<file path="config.mk">
export PLATFORM = sky130hd
export DESIGN_NAME = apb_cfg_slave
export DESIGN_NICKNAME = d
export VERILOG_FILES = /design/src/rtl/apb_slave_pkg.sv /design/src/rtl/apb_mem_bank.sv /design/src/rtl/apb_cfg_slave.sv
export SDC_FILE = /design/constraint.sdc
export NUM_CORES = 2
export LEC_CHECK = 0
export CAP_MARGIN = 20
export CELL_PAD_IN_SITES_DETAIL_PLACEMENT = 2
export CELL_PAD_IN_SITES_GLOBAL_PLACEMENT = 2
export CORE_ASPECT_RATIO = 0.6
export CORE_MARGIN = 3
export CORE_UTILIZATION = 47
export CTS_CLUSTER_DIAMETER = 200
export DETAILED_ROUTE_END_ITERATION = 10
export PLACE_DENSITY = 0.78
export RECOVER_POWER = 100
export SLEW_MARGIN = 5
export SYNTH_ARGS = -nofsm -noshare
export SYNTH_HDL_FRONTEND = slang
export SYNTH_HIERARCHICAL = 1
export SYNTH_SLANG_ARGS = --single-unit
</file>
<file path="constraint.sdc">
create_clock -name PCLK -period 3.3 [get_ports PCLK]
set_input_delay 0.825 -clock PCLK [delete_from_list [all_inputs] [get_ports PCLK]]
set_output_delay 0.825 -clock PCLK [all_outputs]
set_load 0.005 [all_outputs]
</file>
<file path="src/rtl/apb_slave_pkg.sv">
// Shared types and constants for the APB configuration slave.
// FSM states, register offsets, CTRL field positions.
package apb_slave_pkg;

    typedef enum logic [1:0] {
        ST_IDLE,
        ST_BUSY,
        ST_DONE
    } state_t;

    localparam int REG_CTRL   = 0;
    localparam int REG_STATUS = 1;

    localparam int CTRL_WAIT_LSB  = 0;
    localparam int CTRL_WAIT_W    = 4;
    localparam int CTRL_ERREN_BIT = 8;
    localparam int CTRL_CLR_BIT   = 31;

    function automatic logic [15:0] sat_inc(input logic [15:0] v);
        return (v == 16'hFFFF) ? v : v + 16'd1;
    endfunction

endpackage

</file>
<file path="src/rtl/apb_mem_bank.sv">
// Byte-enable memory array with registered read port.
// Whole array clears on reset.
module apb_mem_bank #(
    parameter int DEPTH      = 64,
    parameter int DATA_WIDTH = 32,
    parameter int AW         = 6
) (
    input  logic                    PCLK,
    input  logic                    PRESETn,
    input  logic                    we,
    input  logic                    re,
    input  logic [AW-1:0]           addr,
    input  logic [DATA_WIDTH/8-1:0] be,
    input  logic [DATA_WIDTH-1:0]   wdata,
    output logic [DATA_WIDTH-1:0]   rdata
);

    logic [DATA_WIDTH-1:0] mem [DEPTH];

    // Lane-masked write and synchronous read; reset zeroes everything.
    always_ff @(posedge PCLK or negedge PRESETn) begin
        if (!PRESETn) begin
            for (int i = 0; i < DEPTH; i++) begin
                mem[i] <= '0;
            end
            rdata <= '0;
        end else begin
            if (we) begin
                for (int k = 0; k < DATA_WIDTH / 8; k++) begin
                    if (be[k]) begin
                        mem[addr][8*k +: 8] <= wdata[8*k +: 8];
                    end
                end
            end
            if (re) begin
                rdata <= mem[addr];
            end
        end
    end

endmodule

</file>
<file path="src/rtl/apb_cfg_slave.sv">
// APB4 slave: memory window plus CTRL/STATUS registers,
// with programmable wait states and error reporting.
module apb_cfg_slave
    import apb_slave_pkg::*;
#(
    parameter int ADDR_WIDTH   = 8,
    parameter int DATA_WIDTH   = 32,
    parameter int MEM_DEPTH    = 64,
    parameter int DEFAULT_WAIT = 3
) (
    input  logic                    PCLK,
    input  logic                    PRESETn,
    input  logic                    PSEL,
    input  logic                    PENABLE,
    input  logic                    PWRITE,
    input  logic [ADDR_WIDTH-1:0]   PADDR,
    input  logic [DATA_WIDTH/8-1:0] PSTRB,
    input  logic [DATA_WIDTH-1:0]   PWDATA,
    output logic [DATA_WIDTH-1:0]   PRDATA,
    output logic                    PREADY,
    output logic                    PSLVERR
);

    localparam int IW  = ADDR_WIDTH - 1;
    localparam int MAW = (MEM_DEPTH > 1) ? $clog2(MEM_DEPTH) : 1;
    localparam int CLR = (DATA_WIDTH >= 32) ? CTRL_CLR_BIT : DATA_WIDTH - 1;

    state_t                state;
    logic [3:0]            cnt;
    logic [3:0]            ctrl_wait;
    logic                  ctrl_err_en;
    logic [15:0]           err_count;
    logic [DATA_WIDTH-1:0] reg_rdata;
    logic [DATA_WIDTH-1:0] mem_rdata;
    logic                  rd_sel_mem;

    logic [IW-1:0]         idx;
    logic                  is_reg;
    logic                  mem_oob;
    logic                  reg_bad;
    logic                  acc_err;
    logic                  done_now;
    logic                  mem_we;
    logic                  mem_re;
    logic [3:0]            wait_new;
    logic                  en_new;
    logic                  clr_req;
    logic [DATA_WIDTH-1:0] ctrl_rd;
    logic [DATA_WIDTH-1:0] reg_rd_val;

    assign idx      = PADDR[IW-1:0];
    assign is_reg   = PADDR[IW];
    assign mem_oob  = !is_reg && ({1'b0, idx} >= ADDR_WIDTH'(MEM_DEPTH));
    assign reg_bad  = is_reg && ((idx > IW'(REG_STATUS)) ||
                      ((idx == IW'(REG_STATUS)) && PWRITE));
    assign acc_err  = mem_oob || reg_bad;
    assign done_now = (state == ST_BUSY) && PSEL && (cnt == 4'd0);
    assign mem_we   = done_now && !acc_err && !is_reg && PWRITE;
    assign mem_re   = done_now && !acc_err && !is_reg && !PWRITE;

    assign wait_new = PSTRB[0] ? PWDATA[CTRL_WAIT_LSB +: CTRL_WAIT_W]
                               : ctrl_wait;
    assign clr_req  = PSTRB[CLR/8] & PWDATA[CLR];

    // err_en lives in byte lane 1, which narrow buses do not have.
    if (DATA_WIDTH >= 16) begin : g_en
        assign en_new = PSTRB[1] ? PWDATA[CTRL_ERREN_BIT] : ctrl_err_en;
    end else begin : g_no_en
        assign en_new = ctrl_err_en;
    end

    assign ctrl_rd = (DATA_WIDTH'(ctrl_err_en) << CTRL_ERREN_BIT) |
                     (DATA_WIDTH'(ctrl_wait) << CTRL_WAIT_LSB);
    assign reg_rd_val = (idx == IW'(REG_CTRL)) ? ctrl_rd
                                               : DATA_WIDTH'(err_count);

    // PRDATA is always a registered source; select tracks the last read.
    assign PRDATA = rd_sel_mem ? mem_rdata : reg_rdata;

    apb_mem_bank #(
        .DEPTH      (MEM_DEPTH),
        .DATA_WIDTH (DATA_WIDTH),
        .AW         (MAW)
    ) u_mem (
        .PCLK    (PCLK),
        .PRESETn (PRESETn),
        .we      (mem_we),
        .re      (mem_re),
        .addr    (MAW'(idx)),
        .be      (PSTRB),
        .wdata   (PWDATA),
        .rdata   (mem_rdata)
    );

    // Transfer FSM with wait counter, registers and response flags.
    always_ff @(posedge PCLK or negedge PRESETn) begin
        if (!PRESETn) begin
            state       <= ST_IDLE;
            cnt         <= '0;
            PREADY      <= 1'b0;
            PSLVERR     <= 1'b0;
            ctrl_wait   <= 4'(DEFAULT_WAIT);
            ctrl_err_en <= 1'b1;
            err_count   <= '0;
            reg_rdata   <= '0;
            rd_sel_mem  <= 1'b0;
        end else begin
            unique case (state)
                ST_IDLE: begin
                    PREADY  <= 1'b0;
                    PSLVERR <= 1'b0;
                    if (PSEL && PENABLE) begin
                        cnt   <= ctrl_wait;
                        state <= ST_BUSY;
                    end
                end
                ST_BUSY: begin
                    if (!PSEL) begin
                        state <= ST_IDLE;
                    end else if (cnt != 4'd0) begin
                        cnt <= cnt - 4'd1;
                    end else begin
                        PREADY <= 1'b1;
                        state  <= ST_DONE;
                        if (acc_err) begin
                            PSLVERR <= ctrl_err_en;
                            if (ctrl_err_en) begin
                                err_count <= sat_inc(err_count);
                            end
                            if (!PWRITE) begin
                                rd_sel_mem <= 1'b0;
                                reg_rdata  <= '0;
                            end
                        end else if (PWRITE) begin
                            if (is_reg) begin
                                ctrl_wait   <= wait_new;
                                ctrl_err_en <= en_new;
                                if (clr_req) begin
                                    err_count <= '0;
                                end
                            end
                        end else if (is_reg) begin
                            rd_sel_mem <= 1'b0;
                            reg_rdata  <= reg_rd_val;
                        end else begin
                            rd_sel_mem <= 1'b1;
                        end
                    end
                end
                ST_DONE: begin
                    PREADY  <= 1'b0;
                    PSLVERR <= 1'b0;
                    state   <= ST_IDLE;
                end
                default: state <= ST_IDLE;
            endcase
        end
    end

endmodule

</file>
* Word-level counts from Yosys, hierarchy flattened
Cells that the tools add are included.
** Storage, ports and cells
- Bits in registers :: 2142
- Bits of input ports :: 49
** Cells by class
- Add/subtract/negate cells :: 2
- Mux-type cells :: 53
- Bitwise logic cells :: 6
- Reductions and logical operators :: 35
- $lt $le $gt $ge :: 4
- Equality and inequality tests :: 12
** Operators with widths (count)
- two-way mux 2048 bit :: 7
- bitwise mux 2048 bit :: 4
- demux 32 bit (select 6 bit) :: 4
- two-way mux 32 bit :: 8
- binary-select mux 32 bit (select 6 bit) :: 1
- two-way mux 16 bit :: 8
- two-way mux 24 bit :: 1
- adder 16 x 1 -> 16 bit, second input constant :: 1
- == test 16 bit, second input constant :: 1
- greater-or-equal comparator 7 bit, second input constant :: 2
- AND reduction 7 bit :: 2
- two-way mux 4 bit :: 3
- != test 2 bit, second input constant :: 6
- AND reduction 4 bit :: 3
- logical AND 1 bit :: 11
- nonzero test 2 bit :: 5
- two-way mux 1 bit :: 9
- OR 9 x 4 -> 9 bit :: 1
- two-way mux 8 bit :: 1
- case mux 4 bit (2 select lines) :: 1
- AND reduction 8 bit :: 1
- == test 7 x 1 -> 1 bit, second input constant :: 1
- > comparator 7 x 1 -> 1 bit, second input constant :: 1
- logical NOT 7 bit :: 1
- other kinds (21) :: 29

* Logic depth before layout (Yosys ltp)
- Word-level depth :: 18
- Depth in mapped cells :: 11
- Gate-level depth less buffers :: 10

* Modules after synthesis
Netlist, hierarchy kept.
** Modules (own cells, without submodules)
- apb_mem_bank :: instances 1, area an instance 95128.7 µm², cells an instance 6685, sequential area each 52049.9 µm²
- apb_cfg_slave :: instances 1, area an instance 2566.2 µm², cells an instance 255, sequential area each 1154.9 µm²

* Least setup slack after synthesis
No wires, ideal clock.
- Kind :: input -> register
- Start point :: in PADDR[6]
- End point :: reg u_mem/mem[280] in the netlist's numbering
- Setup time :: 125 ps
- Required time :: 3175 ps
- Path slack :: 358 ps
- Arrival time :: 2818 ps
- Path buffers :: 1
- Cell stages on the path :: 7
- Path through :: or2_2 nor2_1 and2_1 clkbuf_1 nand2_1 nor2_2 mux2_2
** On the way
- Word-level cells in the longest chain between the ends :: 9
** RTL lines
- from (decl) :: line apb_cfg_slave.sv:16 : input logic [ADDR_WIDTH-1:0] PADDR,
- branches (longest 4 deep; another with > comparator 7 x 1 -> 1 bit)
- logical OR 1 bit * :: line apb_cfg_slave.sv:56 : assign acc_err = mem_oob || reg_bad;
- logical NOT 1 bit * :: line apb_cfg_slave.sv:58 : assign mem_we = done_now && !acc_err && !is_reg && PWRITE;
- logical AND 1 bit * (3 in a row) :: line apb_cfg_slave.sv:58
- net mem_we :: line apb_cfg_slave.sv:43 : logic mem_we;
- to (signal, indexed assignment) :: line apb_mem_bank.sv:31 : mem[addr][8*k +: 8] <= wdata[8*k +: 8];
- to (decl) :: line apb_mem_bank.sv:18 : logic [DATA_WIDTH-1:0] mem [DEPTH];
Mark *: on every way through the listed nets, which the timed path passes.
A chain may end at the register's enable or synchronous reset.

* Worst setup path in the final report
- Start point :: reg cnt[0]
- End point :: reg u_mem.rdata[16]
** On the way
- Word-level cells in the longest chain between the ends :: 5
** RTL lines
- from (decl) :: line apb_cfg_slave.sv:29 : logic [3:0] cnt;
- from (signal assigned) :: line apb_cfg_slave.sv:113 : cnt <= ctrl_wait;
- from (signal assigned) :: line apb_cfg_slave.sv:121 : cnt <= cnt - 4'd1;
- logical NOT 4 bit :: line apb_cfg_slave.sv:57 : assign done_now = (state == ST_BUSY) && PSEL && (cnt == 4'd0);
- logical AND 1 bit :: line apb_cfg_slave.sv:57
- logical AND 1 bit (3 in a row) :: line apb_cfg_slave.sv:59 : assign mem_re = done_now && !acc_err && !is_reg && !PWRITE;
- net mem_re :: line apb_cfg_slave.sv:44 : logic mem_re;
- to (signal assigned) :: line apb_mem_bank.sv:36 : rdata <= mem[addr];
- to (decl) :: line apb_mem_bank.sv:15 : output logic [DATA_WIDTH-1:0] rdata
The timed path passes the listed nets, and every way through them passes these cells.

==> results.sh <==
export IMPL_fin_skew_ps=72.9
export IMPL_die_w_um=595
export IMPL_p_leak_nw=56.6
export IMPL_syn_area_per_cell_um2=14.1
export IMPL_synth_top_cell_area_share=0.544
export IMPL_crit_fanout=22
export IMPL_worst_setup_path_end_kind="register"
export IMPL_core_area_um2=205000
export IMPL_synth_common_cells="dfrtp_1, mux2_2, mux2i_1, clkbuf_1, nor2_2"
export IMPL_totalNegativeSetupSlack_ps=-12960
export IMPL_detail_route_drc_violations=0
export IMPL_rows=128
export IMPL_syn_area_um2=97700
export IMPL_reg2reg_to="u_mem/rdata[16]"
export IMPL_h_tree_depth=4
export IMPL_max_vdd_ir_drop_mv=0.547
export IMPL_worst_slack_ps=-203
export IMPL_whs_ps=345
export IMPL_io_buffers=82
export IMPL_ctsRootBufferMaster="clkbuf_16"
export IMPL_post_drt_wl_per_cell_um=48.9
export IMPL_ys_async_sr_fraction=1.00
export IMPL_yosys_warnings=6
export IMPL_grtUsageTotal=0.458
export IMPL_grt_pass1_wl_um=700000
export IMPL_yosysMostFrequentCell="dfrtp_1"
export IMPL_power_density_nw_per_um2=505
export IMPL_total_power_mw=59.6
export IMPL_yosys_register_bits=2126
export IMPL_whs_path_depth=2
export IMPL_whs_endpoint="u_mem/mem[377]"
export IMPL_vias_per_cell=7.29
export IMPL_finalHoldViolCount=0
export IMPL_grt_pass1_vias=84500
export IMPL_synthCells=6940
export IMPL_timing_rr_start="cnt[0]"
export IMPL_worstSkewPairLatency_ps=920
export IMPL_drive_gt1_frac=0.493
export IMPL_path_class="register to register"
export IMPL_r2r_cells=12
export IMPL_synth_area_leaders="dfrtp_1, mux2_2, mux2i_1"
export IMPL_synthFlopType="dfrtp_1"
export IMPL_cp_start_kind="register"
export IMPL_area_growth_pct=20.9
export IMPL_synth_edf_count=0
export IMPL_crit_required_ps=4000
export IMPL_fin_crit_sh=1.06
export IMPL_antenna_found_initial=49
export IMPL_io_pins=83
export IMPL_cap_violations=1
export IMPL_drt_iter0_drc=9993
export IMPL_grt_max_degree=124
export IMPL_tritoncts="built"
export IMPL_hp_start="PWDATA[25]"
export IMPL_min_period_ps=3500
export IMPL_final_antenna_net_count=0
export IMPL_clk_path_buf_depth=4
export IMPL_clock_sinks=2126
export IMPL_rsz0062_at_grt="true"
export IMPL_dp_hpwl_um=282000
export IMPL_die_h_um=359
export IMPL_start_util=0.477
export IMPL_gp_congestion=0.872
export IMPL_synth_cell_types=80
export IMPL_num_vias=76800
export IMPL_clk_pin_slew_ps=80
export IMPL_cts_buffers=209
export IMPL_crit_arrival_ps=4200
export IMPL_grt_overflow_total=0
export IMPL_status="complete, but fails checks"
export IMPL_fmax_mhz=286
export IMPL_reg2reg_slack_ps=-200
export IMPL_holdCritPathClass="input pin to register"
export IMPL_routed_wl_um=516000
export IMPL_maxSlewViolCount=75
export IMPL_slew_headroom=-0.446
export IMPL_die_area_um2=214000
export IMPL_final_setup_viol_count=303
export IMPL_synth_top_area_cell="dfrtp_1"
export IMPL_dp_slack_ps=-422
export IMPL_nNetsFinal=7668
export IMPL_seq_area_frac_synth=0.545
export IMPL_firstDrtPassIters=6
export IMPL_worst_slew_pin_slew_ps=2170
export IMPL_violations="capacitance limit, slew limit, setup timing"
export IMPL_synth_nets=6991
==> area by class of cell <==
| cell class | count | area, um^2 |
|---|---|---|
| Tap cell | 2730 | 3420 |
| Multi-Input combinational cell | 4277 | 42100 |
| Antenna cell | 30 | 75.1 |
| Sequential cell | 2126 | 53200 |
| Clock inverter | 76 | 907 |
| Fill cell | 17500 | 86800 |
| Inverter | 10 | 45.0 |
| Timing Repair Buffer | 993 | 12200 |
| Clock buffer | 297 | 6140 |
==> layout by cell type, fill, tap and decap left out, drive strengths merged, types with 12 or more instances in the layout <==
cell type      instances
a21oi                 71
a221o                 18
a221oi               179
a22o                  29
a22oi                197
a31oi                 21
and2                  25
buf                  917
bufinv                19
clkbuf               326
clkdlybuf4s50         33
clkinv                48
dfrtp               2123
diode                 30
dlymetal6s2s          12
inv                   12
mux2                2110
mux2i                469
mux4                 152
nand2                151
nand3                 91
nand4                 16
nor2                 391
o211ai                23
o21ai                102
o22ai                 68
o2bb2ai               12
o32a                  19
==> flip-flops by register name, summed over array words and instances, names as in the netlist <==
signal       count
PREADY           1
PSLVERR          1
cnt              4
ctrl_err_en      1
ctrl_wait        4
err_count       16
rd_sel_mem       1
reg_rdata       16
state            2
u_mem/mem     2048
u_mem/rdata     32
==> layer usage <==
layer	routed length, um	up-vias	track usage	share of wire
met4	43300	44	0.301	0.084
met5	330	-	0	0.00064
li1	-	27100	-	-
met1	184000	40800	0.560	0.36
met2	230000	6230	0.706	0.45
met3	57600	2640	0.136	0.11
==> worst max path at each step <==
stage | start | end | slack (ps) | cells after the start
global route | cnt[0] | u_mem/rdata[14] | -190 | 13
floorplan | PADDR[6] | u_mem/mem[280] | 360 | 7
detailed placement | PADDR[5] | u_mem/rdata[8] | -420 | 9
global placement | PADDR[5] | u_mem/rdata[8] | -330 | 9
finish | cnt[0] | u_mem/rdata[16] | -200 | 12
CTS | rd_sel_mem | PRDATA[16] | -50 | 3
==> worst max-delay path, cell delays in order (launching register included) <==
cell	delay, ps
dfrtp_1	430
inv_1	120
ha_1	260
nor3b_4	330
buf_4	180
nand3_2	160
nor3_2	210
buf_4	160
buf_4	150
buf_12	220
nand4_1	170
a211oi_1	540
a41oi_1	330
==> cells by family (layout without fill, tap and decap cells) <==
| family | after synthesis | after routing | synth area share |
|---|---|---|---|
| other cells | 0 | 30 | 0 |
| flops | 2126 | 2126 | 0.545 |
| compound gates | 798 | 798 | 0.0604 |
| simple gates | 746 | 746 | 0.0416 |
| buf+inv | 537 | 1376 | 0.0268 |
| fa+ha+maj | 2 | 2 | 0.000256 |
| mux | 2731 | 2731 | 0.326 |
==> stage by stage <==
stage,utilization,cell area [um^2],cells
global placement,0.541,111000,10100
global route,0.576,118000,10500
finish,0.576,118000,10500
floorplan,-,97700,6940
detailed placement,0.541,111000,10100
CTS,0.576,118000,10500
==> repair_timing <==
item / CTS / global route
cloned: 0 / 1
hold buffers: 1 / 0
setup buffers: 3 / 6
gates resized for setup: 17 / 30
setup endpoints to repair: 862 / 221
endpoints found under the hold margin: 41 / 0
==> power by group <==
| group | internal, mW | leakage, nW | switching [mW] | total, mW |
|---|---|---|---|---|
| clock network | 14.5 | 3.50 | 12.5 | 27.0 |
| logic | 1.75 | 23.4 | 3.84 | 5.59 |
| registers | 26.4 | 29.7 | 0.628 | 27.0 |
| total | 42.6 | 56.6 | 17.0 | 59.6 |
Note: power is estimated with default switching activity, not from simulation.
